<file path="src/rtl/rv_run_control_pkg.sv">
// Shared definitions for the debug run-control sequencer.
//   XLEN          default datapath / PC width
//   RESET_VECTOR  default DPC loaded when halting straight out of reset
//   run_state_e   sequencer state encoding
//   CAUSE_*       dcsr.cause codes reported on the cause output
package rv_run_control_pkg;

    localparam int          XLEN         = 32;
    localparam logic [31:0] RESET_VECTOR = 32'h0000_0000;
    localparam int          CAUSE_W      = 3;

    typedef enum logic [2:0] {
        ST_BOOT   = 3'd0,
        ST_RUN    = 3'd1,
        ST_STEP   = 3'd2,
        ST_HALTED = 3'd3,
        ST_RESUME = 3'd4
    } run_state_e;

    localparam logic [CAUSE_W-1:0] CAUSE_NONE         = 3'd0;
    localparam logic [CAUSE_W-1:0] CAUSE_EBREAK       = 3'd1;
    localparam logic [CAUSE_W-1:0] CAUSE_HALTREQ      = 3'd3;
    localparam logic [CAUSE_W-1:0] CAUSE_STEP         = 3'd4;
    localparam logic [CAUSE_W-1:0] CAUSE_RESETHALTREQ = 3'd5;

endpackage

</file>
<file path="src/rtl/rv_run_control_halt_cause_prio.sv">
// Halt-source priority encoder.
//   ebreak_hit  in   ebreak pending or executing with ebreakm set
//   haltreq     in   debugger halt request (level)
//   step_hit    in   single step completed one instruction
//   take        out  some halt source is active
//   cause       out  dcsr.cause of the winning source: ebreak > haltreq > step
module rv_run_control_halt_cause_prio
    import rv_run_control_pkg::*;
(
    input  logic               ebreak_hit,
    input  logic               haltreq,
    input  logic               step_hit,
    output logic               take,
    output logic [CAUSE_W-1:0] cause
);

    always_comb begin
        take  = ebreak_hit | haltreq | step_hit;
        cause = CAUSE_NONE;
        if (ebreak_hit) begin
            cause = CAUSE_EBREAK;
        end else if (haltreq) begin
            cause = CAUSE_HALTREQ;
        end else if (step_hit) begin
            cause = CAUSE_STEP;
        end
    end

endmodule

</file>
<file path="src/rtl/rv_run_control.sv">
// Debug run-control sequencer for rv_core: decides when the core runs, halts or
// single-steps, stalls control at instruction boundaries, records DPC / cause and
// requests a PC reload on resume.
//   clk, rst                 clock, synchronous active-high reset
//   haltreq, resumereq       debugger halt (level) / resume (pulse) requests
//   resethaltreq             halt before the first fetch after reset
//   step, ebreakm            dcsr.step / dcsr.ebreakm
//   ebreak, inst_retire      pulses from core control
//   boundary                 control sits in fetch with no bus transaction open
//   pc                       next instruction address
//   dpc_wr, dpc_wdata        debugger write port for DPC (honoured when halted)
//   halt_core, halted        stall request to control / debug-mode indicator
//   resume_ack, pc_load      one-cycle pulses when a resume is accepted
//   dpc, cause               debug PC and dcsr.cause
//
// state     | meaning
// ----------+-------------------------------------------------------------
// ST_BOOT   | first cycle after reset; core held, decides on resethaltreq
// ST_RUN    | free running; halts at a boundary on ebreak / haltreq
// ST_STEP   | single step; additionally halts once an instruction retired
// ST_HALTED | debug mode; core held, DPC writable
// ST_RESUME | one cycle reloading pc from dpc before RUN or STEP
module rv_run_control
    import rv_run_control_pkg::*;
#(
    parameter int               Width       = XLEN,
    parameter logic [Width-1:0] ResetVector = Width'(RESET_VECTOR)
) (
    input  logic               clk,
    input  logic               rst,
    input  logic               haltreq,
    input  logic               resumereq,
    input  logic               resethaltreq,
    input  logic               step,
    input  logic               ebreakm,
    input  logic               ebreak,
    input  logic               inst_retire,
    input  logic               boundary,
    input  logic [Width-1:0]   pc,
    input  logic               dpc_wr,
    input  logic [Width-1:0]   dpc_wdata,
    output logic               halt_core,
    output logic               halted,
    output logic               resume_ack,
    output logic               pc_load,
    output logic [Width-1:0]   dpc,
    output logic [CAUSE_W-1:0] cause
);

    run_state_e         state_q;
    run_state_e         state_d;
    logic [Width-1:0]   dpc_q;
    logic [CAUSE_W-1:0] cause_q;
    logic               ebreak_pend_q;
    logic               retired_q;

    logic               ebreak_hit;
    logic               step_hit;
    logic               prio_take;
    logic [CAUSE_W-1:0] prio_cause;
    logic               take_halt;
    logic               active;

    assign active     = (state_q == ST_RUN) || (state_q == ST_STEP);
    // An ebreak in the current cycle counts just like one already pending.
    assign ebreak_hit = ebreak_pend_q | (ebreak & ebreakm);
    assign step_hit   = (state_q == ST_STEP) & retired_q;

    rv_run_control_halt_cause_prio u_prio (
        .ebreak_hit (ebreak_hit),
        .haltreq    (haltreq),
        .step_hit   (step_hit),
        .take       (prio_take),
        .cause      (prio_cause)
    );

    always_comb begin
        state_d    = state_q;
        halt_core  = 1'b0;
        halted     = 1'b0;
        resume_ack = 1'b0;
        pc_load    = 1'b0;
        take_halt  = 1'b0;
        case (state_q)
            ST_BOOT: begin
                halt_core = 1'b1;
                state_d   = resethaltreq ? ST_HALTED : ST_RUN;
            end
            ST_RUN, ST_STEP: begin
                if (boundary && prio_take) begin
                    halt_core = 1'b1;
                    take_halt = 1'b1;
                    state_d   = ST_HALTED;
                end
            end
            ST_HALTED: begin
                halt_core = 1'b1;
                halted    = 1'b1;
                // A fresh haltreq wins over a simultaneous resume.
                if (resumereq && !haltreq) begin
                    state_d = ST_RESUME;
                end
            end
            ST_RESUME: begin
                halt_core  = 1'b1;
                pc_load    = 1'b1;
                resume_ack = 1'b1;
                state_d    = step ? ST_STEP : ST_RUN;
            end
            default: begin
                halt_core = 1'b1;
                state_d   = ST_BOOT;
            end
        endcase
    end

    always_ff @(posedge clk) begin
        if (rst) begin
            state_q       <= ST_BOOT;
            dpc_q         <= ResetVector;
            cause_q       <= CAUSE_NONE;
            ebreak_pend_q <= 1'b0;
            retired_q     <= 1'b0;
        end else begin
            state_q <= state_d;

            if (take_halt) begin
                dpc_q   <= pc;
                cause_q <= prio_cause;
            end else if ((state_q == ST_BOOT) && resethaltreq) begin
                dpc_q   <= ResetVector;
                cause_q <= CAUSE_RESETHALTREQ;
            end else if ((state_q == ST_HALTED) && dpc_wr) begin
                dpc_q <= dpc_wdata;
            end

            if (take_halt) begin
                ebreak_pend_q <= 1'b0;
            end else if (active && ebreak && ebreakm) begin
                ebreak_pend_q <= 1'b1;
            end

            // Each step starts counting retirements afresh.
            if ((state_q == ST_RESUME) && (state_d == ST_STEP)) begin
                retired_q <= 1'b0;
            end else if (inst_retire) begin
                retired_q <= 1'b1;
            end
        end
    end

    assign dpc   = dpc_q;
    assign cause = cause_q;

endmodule
</file>
<file path="config.mk">
export PLATFORM = sky130hd
export DESIGN_NAME = rv_run_control
export DESIGN_NICKNAME = d
export VERILOG_FILES = /design/src/rtl/rv_run_control_pkg.sv /design/src/rtl/rv_run_control_halt_cause_prio.sv /design/src/rtl/rv_run_control.sv
export SDC_FILE = /design/constraint.sdc
export NUM_CORES = 1
export LEC_CHECK = 0
export CAP_MARGIN = 20
export CORE_AREA = 5 5 73 109
export CTS_BUF_LIST = sky130_fd_sc_hd__clkbuf_2 sky130_fd_sc_hd__clkbuf_4 sky130_fd_sc_hd__clkbuf_8
export DETAILED_ROUTE_END_ITERATION = 8
export DIE_AREA = 0 0 78 114
export SYNTH_ARGS = -nofsm -noshare
export SYNTH_HDL_FRONTEND = slang
export SYNTH_SLANG_ARGS = --single-unit
</file>
<file path="constraint.sdc">
create_clock -name clk -period 4.09 [get_ports clk]
set_input_delay 0.409 -clock clk [delete_from_list [all_inputs] [get_ports clk]]
set_output_delay 0.409 -clock clk [all_outputs]
set_load 0.01 [all_outputs]
</file>
# After elaboration in Yosys (flattened, before gate mapping)
# Index checks and enable logic that the tools add are counted.
# op_classes
mux	18
bitwise	5
n_reduce_logical	15
eq_ne	5
# op_table
op	count
2-to-1 mux 32 bit	3
2-to-1 mux 3 bit	7
case mux 3 bit (4 select lines)	1
== test 3 x 2 -> 1 bit, second input constant	3
logical AND 1 bit	7
OR reduction 2 bit	3
2-to-1 mux 1 bit	5
2-to-1 mux 2 bit	2
== test 3 x 1 -> 1 bit, second input constant	1
== test 3 bit, second input constant	1
zero test 3 bit	1
bitwise OR 1 bit	3
nonzero test 3 bit	1
bitwise AND 1 bit	2
nonzero test 2 bit	1
zero test 1 bit	1
logical OR 1 bit	1
# word_totals
regBits	40
input_bits	75

# Depth between registers and ports, before layout
# logic_depth
depth_word	10
mapped_depth	6
depth_no_buf	4

# Modules after synthesis
# A second synthesis with hierarchy kept.
# hier_totals
hier_cells	271
area_unflattened_um2	2130.8
# modules_own_cells
mod	n_inst	area_each_um2	cells_per_inst
rv_run_control	1	2104.5	267
rv_run_control_halt_cause_prio	1	26.3	4

# Worst setup path after synthesis
# Ideal clock, no wire load.
# synth_path
path_type	input port to output port
startpoint	input ebreak
endpoint	output halt_core
arrival_ns	1.208
required_ns	3.681
cell_stages	4
setup_slack_ns	2.473
path_cell_list	a211o_1 > or2_2 > nand2_1 > nand2_1
# synth_between
elab_chain_cells	7
# synth_rtl
element	line	rtl
from (decl)	rv_run_control.sv:36	input logic ebreak,
bitwise AND 1 bit	rv_run_control.sv:66	assign ebreak_hit = ebreak_pend_q | (ebreak & ebreakm);
bitwise OR 1 bit	rv_run_control.sv:66	
bitwise OR 1 bit (2 in a row)	rv_run_control_halt_cause_prio.sv:18	take = ebreak_hit | haltreq | step_hit;
logical AND 1 bit	rv_run_control.sv:90	if (boundary && prio_take) begin
2-to-1 mux 1 bit	rv_run_control.sv:90	
2-to-1 mux 1 bit	rv_run_control.sv:84	case (state_q)
to (decl)	rv_run_control.sv:42	output logic halt_core,
# No other way between the ends.

# Worst setup path after layout
# Ends and elaborated chain as after synthesis.

==> flow_metrics.tcl <==
set metrics [dict create \
    drive_gt1_share_pct 6.45 \
    wl_mm 7.13 \
    r2r-start "state_q[0]" \
    p_leak_nw 1.13 \
    finalCritPeriodShare_pct 62.7 \
    critPathKind "input port to primary output" \
    maxCapViolCount 0 \
    rsz0062_at_grt "false" \
    drt-pass1-iter-count 4 \
    r2r_end "dpc[1]" \
    setup_tns_ns 0 \
    synth.distinct_cells 30 \
    rr_worst_depth 4 \
    grt_pass1_wl_mm 11.0 \
    vias 2075 \
    first_global_vias 2064 \
    post-place-ws_ns 1.29 \
    clockBufferDepth 2 \
    syn-instance-count 207 \
    finalNonFillerCells 390 \
    critPathCapture "halt_core" \
    ant_nets 0 \
    max_freq_ghz 0.390 \
    placed_cells 381 \
    antenna_found_initial 0 \
    timing.hold.ws_ns 0.480 \
    ir_worst_vdd_mv 0.187 \
    synth_area_leaders "dfxtp_1, a2bb2oi_1, nand3b_1" \
    clkLatencyLatePin_ns 0.28 \
    wl_per_cell_um 18.3 \
    nFillCells 705 \
    clkSinkCount 40 \
    routed_via_density 5.32 \
    fin_area_um2 3270 \
    r2r_setup_slack_ns 1.93 \
    hold_path_class "register to register" \
    yosys_warnings 0 \
    worstSetupStartpointType "input port" \
    io_buffer_count 113 \
    num_rows 38 \
    overflow 0 \
    syn_area_per_cell_um2 9.71 \
    num_antenna_cells 0 \
    cp_data_arrival_time_ns 2.15 \
    slew_viol_final 0 \
    crit_path_max_fanout 4 \
    cts_tree "yes" \
    drc 0 \
    clkSlewWorstSetupHoldPaths_ns 0.07 \
    grt_usage_pct 15.3 \
    core_area_um2 6990 \
    layout.nets 384 \
    fin_skew_ns 0.00480 \
    cts_buffers 5 \
    min_period_ns 2.56 \
    endpoint_kind "primary output" \
    dp_hpwl_mm 4.83 \
    synthesis.nets 282 \
    die_w_um 78 \
    synth-seq-area-share_pct 39.8 \
    crit_required_ns 3.68 \
    htree_levels 2 \
    cellPowerDensity_nw_per_um2 381 \
    setup_viol 0 \
    gp_congestion 0.728 \
    hold_violations 0 \
    netlist.top_cell.by_area "dfxtp_1" \
    cts_setup_buffers 0 \
    placed_cell_area_um2 3160 \
    syn-cell-area_um2 2010 \
    cts_hold_buf 0 \
    cts-root-buf "clkbuf_8" \
    drt_first_iter_violations 115 \
    io_pins 114 \
    worstMarginPinSlew_ns 0.740 \
    start_util_pct 28.8 \
    status "complete, no violations" \
    die_y_um 114 \
    finalWorstSetupSlack_ns 1.53 \
    die-area_um2 8890 \
    netlist.area_leader.share_pct 39.8 \
    grt_max_degree 42 \
    ys_ff_latch 40 \
    relSlewSlack_pct 50.6 \
    area_delta_synth_final_pct 62.6 \
    worstSetupStartpoint "ebreak" \
    post_cts_resized 0 \
]
==> layout by cell type (no fill, tap or decap), types with 2 or more instances in the layout <==
cell type        count
nand2_1              5
nor2b_1              3
nand3b_1            36
nand2b_1             2
clkbuf_8             6
o211ai_1            32
clkbuf_4             2
a21oi_1              5
a31oi_1              2
dfxtp_1             40
o21ai_0              2
nand3_1              4
a2bb2oi_1           32
nor3_1               2
nor2_1               4
buf_4                4
clkdlybuf4s50_1    113
==> through the flow <==
stage / power [W] / utilization [%]
detailed placement: 0.000970 / 45.2
finish: 0.00125 / 46.8
floorplan: 0.000730 / -
global placement: 0.000965 / 45.2
CTS: 0.00126 / 46.6
global route: 0.00132 / 46.8
==> logic make-up (layout without fill, tap and decap cells) <==
family | after synthesis | count (layout) | share of synthesized area, %
buf+inv | 23 | 126 | 5.85
xor+xnor | 1 | 1 | 1.37
simple gates | 65 | 65 | 21.9
compound gates | 78 | 78 | 31.1
flops | 40 | 40 | 39.8
==> per-layer routing <==
layer | vias up | global-route usage (%) | part of all wire, %
met4 | 0 | 3.72 | 1.1
met2 | 64 | 27.1 | 53
li1 | 1009 | - | -
met1 | 998 | 18.6 | 40
met5 | - | 0 | 0
met3 | 4 | 3.71 | 5.5
==> synth_stat cells <==
| cell type | instances |
|---|---|
| a211o_1 | 1 |
| a211oi_1 | 1 |
| a21oi_1 | 5 |
| a221oi_1 | 1 |
| a2bb2oi_1 | 32 |
| a31oi_1 | 2 |
| and2_1 | 1 |
| and3b_1 | 1 |
| and4bb_2 | 1 |
| buf_2 | 7 |
| buf_4 | 6 |
| clkbuf_1 | 10 |
| dfxtp_1 | 40 |
| nand2_1 | 5 |
| nand2b_1 | 2 |
| nand3_1 | 4 |
| nand3_2 | 1 |
| nand3b_1 | 36 |
| nand4_1 | 1 |
| nor2_1 | 5 |
| nor2b_1 | 3 |
| nor3_1 | 2 |
| nor4_1 | 1 |
| nor4b_2 | 1 |
| o211a_1 | 1 |
| o211ai_1 | 32 |
| o211ai_4 | 1 |
| o21ai_0 | 2 |
| or2_2 | 1 |
| xor2_4 | 1 |
==> state kept, by name, indices dropped and copies added (netlist names) <==
register       flops
state_q            3
ebreak_pend_q      1
retired_q          1
dpc               32
cause              3
==> critical path: stages <==
cell             delay (ns)
clkdlybuf4s50_1        0.44
a211o_1                0.38
or2_2                  0.33
nand2_1                0.07
nand2_1                0.05
clkdlybuf4s50_1        0.47
==> layout make-up <==
type                       instances  area [µm²]  area share [%]
tap                               80         100            3.06
sequential                        40         801            24.5
clock buffer                       8        97.6            2.99
timing repair buffer             118        1180            36.0
multi-input combinational        144        1090            33.5
==> worst min path at each step <==
stage / start / to / depth (start not counted)
global route: dpc[3] / dpc[3] / 1
global placement: cause[1] / cause[1] / 2
CTS: cause[1] / cause[1] / 2
detailed placement: cause[1] / cause[1] / 2
finish: cause[1] / cause[1] / 2
floorplan: retired_q / retired_q / 2
==> power by group <==
part | total, W | internal (W) | switching, W
Sequential | 0.000493 | 0.000452 | 0.0000411
Combinational | 0.000465 | 0.000279 | 0.000186
Clock | 0.000288 | 0.000151 | 0.000137
Total | 0.00125 | 0.000883 | 0.000364
Power figures use the tool's default switching activity.
